$ cat src/rtl/desroteamento.sv
// Demultiplexes one WIDTH-bit stream into four one-word holding channels A..D with valid/ack handshakes.
// Optional build macro DESROT_AUTOSEL_EN replaces SEL with an internal round-robin destination pointer.
module desroteamento #(
    parameter int WIDTH = 4
) (
    input  logic             clock,
    input  logic             reset,
    input  logic [WIDTH-1:0] Entrada,
    input  logic [1:0]       SEL,
    input  logic             in_valid,
    output logic             in_ready,
    output logic [WIDTH-1:0] A,
    output logic [WIDTH-1:0] B,
    output logic [WIDTH-1:0] C,
    output logic [WIDTH-1:0] D,
    output logic [3:0]       valid,
    input  logic [3:0]       ack,
    output logic [1:0]       cur_sel
);

    typedef enum logic {
        EMPTY = 1'b0,
        FULL  = 1'b1
    } chan_state_t;

    chan_state_t      state      [4];
    chan_state_t      state_next [4];
    logic [WIDTH-1:0] data       [4];
    logic [3:0]       load;
    logic             transfer;

`ifdef DESROT_AUTOSEL_EN
    logic [1:0] ptr;
    logic       unused_sel;

    assign unused_sel = ^SEL;

    always_ff @(posedge clock) begin
        if (reset)
            ptr <= 2'd0;
        else if (transfer)
            ptr <= ptr + 2'd1;
    end

    assign cur_sel = ptr;
`else
    assign cur_sel = SEL;
`endif

    // An ack on the addressed channel frees its slot in the same cycle, so refill needs no bubble.
    assign in_ready = ~valid[cur_sel] | ack[cur_sel];
    assign transfer = in_valid & in_ready;

    // NOTE: every variable gets a default before any branch so no latch is inferred.
    always_comb begin
        valid = '0;
        load  = '0;
        if (transfer)
            load[cur_sel] = 1'b1;
        for (int i = 0; i < 4; i++) begin
            valid[i]      = (state[i] == FULL);
            state_next[i] = state[i];
            case (state[i])
                EMPTY:   if (load[i]) state_next[i] = FULL;
                FULL:    if (ack[i] && !load[i]) state_next[i] = EMPTY;
                default: state_next[i] = EMPTY;
            endcase
        end
    end

    // NOTE: sequential state uses non-blocking assignments so all registers update together.
    always_ff @(posedge clock) begin
        for (int i = 0; i < 4; i++) begin
            if (reset)
                state[i] <= EMPTY;
            else
                state[i] <= state_next[i];
        end
    end

    // NOTE: the data registers are reset too, because the channel outputs must read zero after reset.
    always_ff @(posedge clock) begin
        for (int i = 0; i < 4; i++) begin
            if (reset)
                data[i] <= '0;
            else if (load[i])
                data[i] <= Entrada;
        end
    end

    assign A = data[0];
    assign B = data[1];
    assign C = data[2];
    assign D = data[3];

endmodule
$ cat config.mk
export PLATFORM = sky130hd
export DESIGN_NAME = desroteamento
export DESIGN_NICKNAME = d
export VERILOG_FILES = /design/src/rtl/desroteamento.sv
export SDC_FILE = /design/constraint.sdc
export NUM_CORES = 1
export LEC_CHECK = 0
export ABC_AREA = 1
export CAP_MARGIN = 10
export CORE_ASPECT_RATIO = 0.7
export CORE_UTILIZATION = 41
export CTS_BUF_LIST = sky130_fd_sc_hd__clkbuf_4 sky130_fd_sc_hd__clkbuf_8
export CTS_CLUSTER_SIZE = 24
export DETAILED_ROUTE_END_ITERATION = 12
export GPL_TIMING_DRIVEN = 1
export PLACE_DENSITY = 0.77
export SKIP_CTS_REPAIR_TIMING = 1
export SYNTH_ARGS = -nofsm -noshare
export SYNTH_HDL_FRONTEND = slang
export SYNTH_SLANG_ARGS = --single-unit
$ cat constraint.sdc
create_clock -name clock -period 1.2 [get_ports clock]
set_input_delay 0.12 -clock clock [delete_from_list [all_inputs] [get_ports clock]]
set_output_delay 0.12 -clock clock [all_outputs]
set_load 0.05 [all_outputs]
==> results.py, run 1 <==
metrics = {
    "floorplan": {
        "fp.coreArea_um2": 2225,
        "floorplan.rows": 14,
        "die_y_um": 43.47,
        "start_util_pct": 45.28,
        "die-area_um2": 2662,
        "ioPinCount": 36,
        "die_w_um": 61.24,
    },
    "logic_synthesis": {
        "ys_async_sr_fraction_pct": 0,
        "ys.flop_type": "edfxtp_1",
        "synth_edf_count": 16,
        "synthXorXnorAreaFrac_pct": 0,
        "yosysWarnings": 0,
        "synth_top_area_share_pct": 47.70,
        "synth_seq_cells": 20,
        "synth_seq_area_share_pct": 55.65,
        "synth_most_common_cell": "nor2_1",
        "synthTopCellsByArea": "edfxtp_1 (48%), nand4_4 (8.4%), dfxtp_1 (8.0%)",
        "synth.top_cells.by_count": "nor2_1 (20), nand2_1 (18), edfxtp_1 (16), buf_4 (7), nand3_1 (7)",
        "synth_area_um2": 1007,
        "synth_compound_area_share_pct": 0,
        "yosys.area_share.simple_pct": 34.91,
        "muxShareOfSynthArea_pct": 0,
        "syn_avg_cell_area_um2": 10.60,
        "synth_top_family_by_area": "simple AND/OR/NAND/NOR gates",
        "syn-num-nets": 108,
        "synthAdderAreaFrac_pct": 0,
        "yosys.cell_types.count": 15,
        "yosysTopAreaCell": "edfxtp_1",
        "netlist_instances": 95,
    },
    "job": {
        "cap_violations": 0,
    },
    "power_and_ir_drop": {
        "seq_power_share_pct": 49.2,
        "power_frac_clock_pct": 18.2,
        "power_leakage_uw": 0.0008051,
        "p_sw_share_pct": 30.03,
        "power.switching_uw": 492.5,
        "peakVddDrop_uv": 650.2,
        "power_frac_comb_pct": 32.6,
        "p_int_uw": 1147,
        "power_density_nw_per_um2": 876.7,
    },
    "global_routing": {
        "grt_first_pass_wirelength_um": 3684,
        "grt_max_degree": 11,
        "grt_overflow": 0,
        "grt_use_total_pct": 20.01,
        "grt_pass1_vias": 817,
        "grt_antenna_before_repair": 0,
    },
    "worst_setup_path": {
        "worstSetupStartpointType": "flip-flop",
        "worstPathArrival_ns": 1.30,
        "crit_type": "flip-flop to primary output",
        "crit_path_max_fanout": 4,
        "crit_path_end_kind": "primary output",
        "cp.required_ns": 1.08,
    },
    "status": {
        "status": "finished, violations left",
        "violations": "negative setup slack",
    },
    "sta": {
        "period_minus_slack_ns": 1.422,
        "fin_worst_skew_ns": 0.01297,
        "tns_ns": -4.684,
        "hold_viol": 0,
        "relSlewSlack_pct": 72.51,
        "setup_violations": 37,
        "slew_violations": 0,
        "fin_ws_ns": -0.2221,
        "worst_pin_slew_ns": 0.4116,
        "post-route-period-util_pct": 118.5,
        "fmax_mhz": 703.2,
        "rsz0062_at_grt": "true",
    },
    "cts": {
        "htree_num_levels": 1,
        "cts_tree": "done",
        "cts_max_path_buffers": 2,
        "clock_latency_ns": 0.29,
        "clk_pin_slew_worst_paths_ns": 0.11,
        "clock_sinks": 20,
        "cts_root_buf": "clkbuf_4",
        "numCtsBuffers": 3,
    },
    "cells_and_area": {
        "layout.cells.non_filler": 179,
        "nNetsFinal": 162,
        "syn2layout_area_growth_pct": 85.71,
        "drive_gt1_share_pct": 55.78,
        "num_antenna_cells": 0,
        "finalInstanceArea_um2": 1871,
    },
    "routing": {
        "drtAntennaViolNets": 0,
        "routed_via_density": 4.989,
        "vias": 893,
        "drt_iter0_drc": 19,
        "drcViolationCount": 0,
        "totalWireLength_um": 2921,
        "wl_per_cell_um": 16.32,
        "firstDrtPassIters": 4,
    },
    "min_path": {
        "hp-class": "input pin to flip-flop",
    },
    "placed_design": {
        "place_congestion": 0.7513,
        "pre_cts_ws_ns": -0.5362,
        "hpwl_um": 1956,
        "place_area_um2": 1752,
        "place_inst": 173,
        "port_buffers": 35,
    },
}
## layout by cell type (no fill, tap or decap), drive strengths merged
cell type and instances:
inv 7, dfxtp 4, clkinv 1, clkdlybuf4s50 10, nand3b 2, clkbuf 3
dlymetal6s2s 2, nor2 22, buf 45, nand3 7, edfxtp 16, nand2 24
nand4 4
## final cells by class
| class | count | area (um^2) |
|---|---|---|
| multi-input combinational | 59 | 429.2 |
| sequential | 20 | 565.5 |
| fill | 113 | 354.1 |
| tap | 32 | 40.04 |
| timing repair buffer | 57 | 782.0 |
| inverter | 8 | 31.28 |
| clock buffer | 3 | 22.52 |
## power by group through the flow
stage | Combinational (uW) | Sequential (uW) | Clock, uW
2_1_floorplan | 163 | 897 | 0
3_3_place_gp | 487 | 821 | 0
3_5_place_dp | 499 | 822 | 0
4_1_cts | 500 | 807 | 304
5_1_grt | 553 | 811 | 329
6_report | 534 | 807 | 298
## routing by layer
| layer | global-route usage (%) | vias up | wire length, um |
|---|---|---|---|
| met1 | 23.50 | 427 | 1074 |
| met4 | 6.364 | 0 | 65 |
| met2 | 34.13 | 51 | 1606 |
| met5 | 0 | - | 0 |
| met3 | 7.164 | 6 | 174 |
| li1 | - | 409 | - |
## worst paths after layout
path | start | endpoint | slack, ns | depth (start not counted)
setup / recovery | state[2]$_SDFF_PP0_ | in_ready | -0.22 | 7
hold / removal | ack[3] | state[3]$_SDFF_PP0_ | 0.51 | 4
setup reg to reg | state[2]$_SDFF_PP0_ | data[2][0]$_SDFFCE_PN0P_ | -0.16 | 8
hold reg to reg | state[3]$_SDFF_PP0_ | state[3]$_SDFF_PP0_ | 0.61 | 3
## worst max-delay path, stage by stage (launching register included)
cell     delay [ns]
dfxtp_2        0.35
nand2_1        0.05
nand2_1        0.07
nand2_1        0.07
nand2_2        0.14
nand2_8        0.07
buf_6          0.12
buf_12         0.13
## sequential cells by signal, indices dropped and copies added, names as in the netlist
name	flops
data	16
state	4
## logic make-up (layout without fill, tap and decap cells)
logic type	after synthesis	in the layout
AND/OR/NAND/NOR	59	59
flip-flops	20	20
buffers and inverters	16	68
## through the flow
stage                     util (%)  total power (uW)  hold slack, ns
after CTS                    79.75              1611          0.4913
after global placement       78.74              1308          0.5736
after floorplan                  -              1060          0.2868
after global routing         84.08              1692          0.5189
final                        84.08              1640          0.5091
after detailed placement     78.74              1321          0.5763
Power figures use the tool's default switching activity.
==> run 2, diff against run 1 <==
--- a/config.mk
+++ b/config.mk
@@ -15,6 +15,7 @@
 export GPL_TIMING_DRIVEN = 1
 export PLACE_DENSITY = 0.77
 export SKIP_CTS_REPAIR_TIMING = 1
+export SLEW_MARGIN = 0
 export SYNTH_ARGS = -nofsm -noshare
 export SYNTH_HDL_FRONTEND = slang
 export SYNTH_SLANG_ARGS = --single-unit
==> constraint.sdc (replaced) <==
create_clock -name clock -period 1.2 [get_ports clock]
set_input_delay 0.12 -clock clock [delete_from_list [all_inputs] [get_ports clock]]
set_output_delay 0.12 -clock clock [all_outputs]
set_load 0.01 [all_outputs]
==> run 2 against run 1 <==
Worst setup slack improved by 0.13 ns. Sequential cell count stayed put. Combinational power decreased by 36%. Hold slack worse by 0.028 ns. Critical path depth fell by 3. The flow still finishes with violations (negative setup slack). Register-to-register slack better by 0.08 ns. Final area fell by 6.9%. Sequential power down 2%. Largest cell class unchanged. Wire length decreased by 15%. Global-route usage decreased by 2.4 points.
==> results.py, run 2 (synthesis gave the netlist of run 1 again) <==
metrics = {
    "cts": {
        "clock_latency_ns": 0.30,
        "cts_max_path_buffers": 2,
        "numCtsBuffers": 3,
        "clock_sinks": 20,
        "cts_root_buf": "clkbuf_4",
        "clk_pin_slew_worst_paths_ns": 0.10,
        "cts_tree": "done",
        "htree_num_levels": 1,
    },
    "sta": {
        "fin_worst_skew_ns": 0.002412,
        "rsz0062_at_grt": "true",
        "worst_pin_slew_ns": 0.5004,
        "hold_viol": 0,
        "slew_violations": 0,
        "fmax_mhz": 776.4,
        "fin_ws_ns": -0.08797,
        "setup_violations": 29,
        "post-route-period-util_pct": 107.3,
        "period_minus_slack_ns": 1.288,
        "relSlewSlack_pct": 66.53,
    },
    "cells_and_area": {
        "nNetsFinal": 162,
        "layout_commonest_cell": "dlymetal6s2s_1",
        "syn2layout_area_growth_pct": 72.92,
        "top_register": "data",
        "num_antenna_cells": 0,
        "drive_gt1_share_pct": 47.62,
        "fill_cells": 137,
        "reg_top3": "data x16, state x4",
        "final_cell_mix": "dlymetal6s2s_1 (22), edfxtp_1 (16), buf_4 (15)",
        "layout.cells.non_filler": 179,
        "largest_register_ffs": 16,
    },
    "min_path": {
        "hold_path_startpoint": "ack[2]",
        "whs_path_depth": 4,
        "hp-class": "input pin to flip-flop",
        "min_to": "state[2]$_SDFF_PP0_",
    },
    "global_routing": {
        "grt_first_pass_wirelength_um": 3284,
        "grt_overflow": 0,
        "grt_pass1_vias": 719,
        "grt_antenna_before_repair": 0,
        "grt_max_degree": 11,
        "grt_use_total_pct": 17.61,
    },
    "worst_setup_path": {
        "path_buf_inv": 2,
        "critical-path-top-delay-family": "buffers and inverters",
        "crit_chain": "clkdlybuf4s50_1 -> buf_4 -> nand4_4 -> nor2_2",
        "r2r_cells": 8,
        "crit_path_end_kind": "flip-flop",
        "r2r_end": "data[3][0]$_SDFFCE_PN0P_",
        "cp.depth": 4,
        "worst_path_max_delay_cell": "clkdlybuf4s50_1",
        "cp.required_ns": 1.36,
        "worstSetupStartpointType": "input pin",
        "ff2ff_setup_slack_ns": -0.08,
        "crit_path_max_fanout": 6,
        "cpPeakStageDelay_ns": 0.78,
        "crit_type": "input pin to flip-flop",
        "reg2reg_from": "state[0]$_SDFF_PP0_",
        "worstPathArrival_ns": 1.45,
    },
    "status": {
        "status": "finished, violations left",
        "violations": "negative setup slack",
    },
    "power_and_ir_drop": {
        "p_total_uw": 1439,
        "peakVddDrop_uv": 499.8,
        "power_leakage_uw": 0.0009813,
        "power_density_nw_per_um2": 826.5,
    },
    "routing": {
        "routed_via_density": 4.659,
        "drt_iter0_drc": 8,
        "totalWireLength_um": 2487,
        "firstDrtPassIters": 4,
        "vias": 834,
        "wl_per_cell_um": 13.89,
        "drcViolationCount": 0,
        "drtAntennaViolNets": 0,
    },
    "placed_design": {
        "place_inst": 176,
        "port_buffers": 35,
        "place_congestion": 0.7417,
        "pre_cts_ws_ns": -0.6456,
        "hpwl_um": 1712,
    },
    "floorplan": {
        "ioPinCount": 36,
        "fp.coreArea_um2": 2225,
        "die_w_um": 61.24,
        "start_util_pct": 45.28,
        "die_y_um": 43.47,
        "die-area_um2": 2662,
        "floorplan.rows": 14,
    },
    "job": {
        "cap_violations": 0,
    },
}
==> run 2: cell count changes in the layout (fill, tap and decap cells not counted), moves of 2 or more <==
| cell | previous run | this run |
|---|---|---|
| nand3_2 | 3 | 1 |
| nor2_1 | 15 | 8 |
| buf_12 | 24 | 1 |
| nand2_1 | 13 | 11 |
| dlymetal6s2s_1 | 2 | 22 |
| nor2_2 | 4 | 11 |
| nand2_2 | 6 | 8 |
| clkdlybuf4s50_1 | 10 | 12 |
| nand3_4 | 1 | 4 |
==> run 2: cell type report <==
type                            instances  area, um^2  area share (%)
Timing Repair Buffer                   57       600.6           34.48
Sequential cell                        20       565.5           32.47
Multi-Input combinational cell         59       479.2           27.51
Inverter                                8       33.78           1.940
Tap cell                               32       40.04           2.299
Clock buffer                            3       22.52           1.293
==> run 2: metal layers <==
metal  wire length (um)  global-route usage, %
met5                  0                      0
met4                 50                  5.909
met3                199                  6.866
met2               1255                  27.39
met1                982                  22.50
==> run 2: worst max-delay path by stage <==
| stage | from | end | slack, ns |
|---|---|---|---|
| 2_1_floorplan | SEL[0] | data[1][0]$_SDFFCE_PN0P_ | 0.02 |
| 3_3_place_gp | SEL[0] | in_ready | -0.56 |
| 3_5_place_dp | SEL[0] | data[2][2]$_SDFFCE_PN0P_ | -0.65 |
| 4_1_cts | SEL[0] | in_ready | -0.65 |
| 5_1_grt | state[1]$_SDFF_PP0_ | data[2][3]$_SDFFCE_PN0P_ | -0.13 |
| 6_report | in_valid | data[2][1]$_SDFFCE_PN0P_ | -0.09 |
==> run 2: metrics by stage <==
| step | setup TNS (ns) | hold WS, ns | cell area [um^2] | util [%] |
|---|---|---|---|---|
| 5_1_grt | -2.971 | 0.4992 | 1742 | 78.29 |
| 3_5_place_dp | -21.91 | 0.5558 | 1511 | 67.94 |
| 2_1_floorplan | 0 | 0.2868 | 1007 | - |
| 4_1_cts | -12.73 | 0.4847 | 1534 | 68.95 |
| 6_report | -1.497 | 0.4812 | 1742 | 78.29 |
| 3_3_place_gp | -18.60 | 0.5594 | 1511 | 67.94 |
==> run 2: worst register-to-register path: cells and delay by family (launching register included) <==
family	cells	cell delay [ns]
AND/OR/NAND/NOR	7	0.54
flip-flops	1	0.34
buffers and inverters	1	0.13
==> run 2: power breakdown <==
group          total, uW  internal (uW)  leakage, uW  switching, uW
clock network        309            117    0.0000138            191
registers            790            780     0.000206           9.27
logic                341            168     0.000761            173
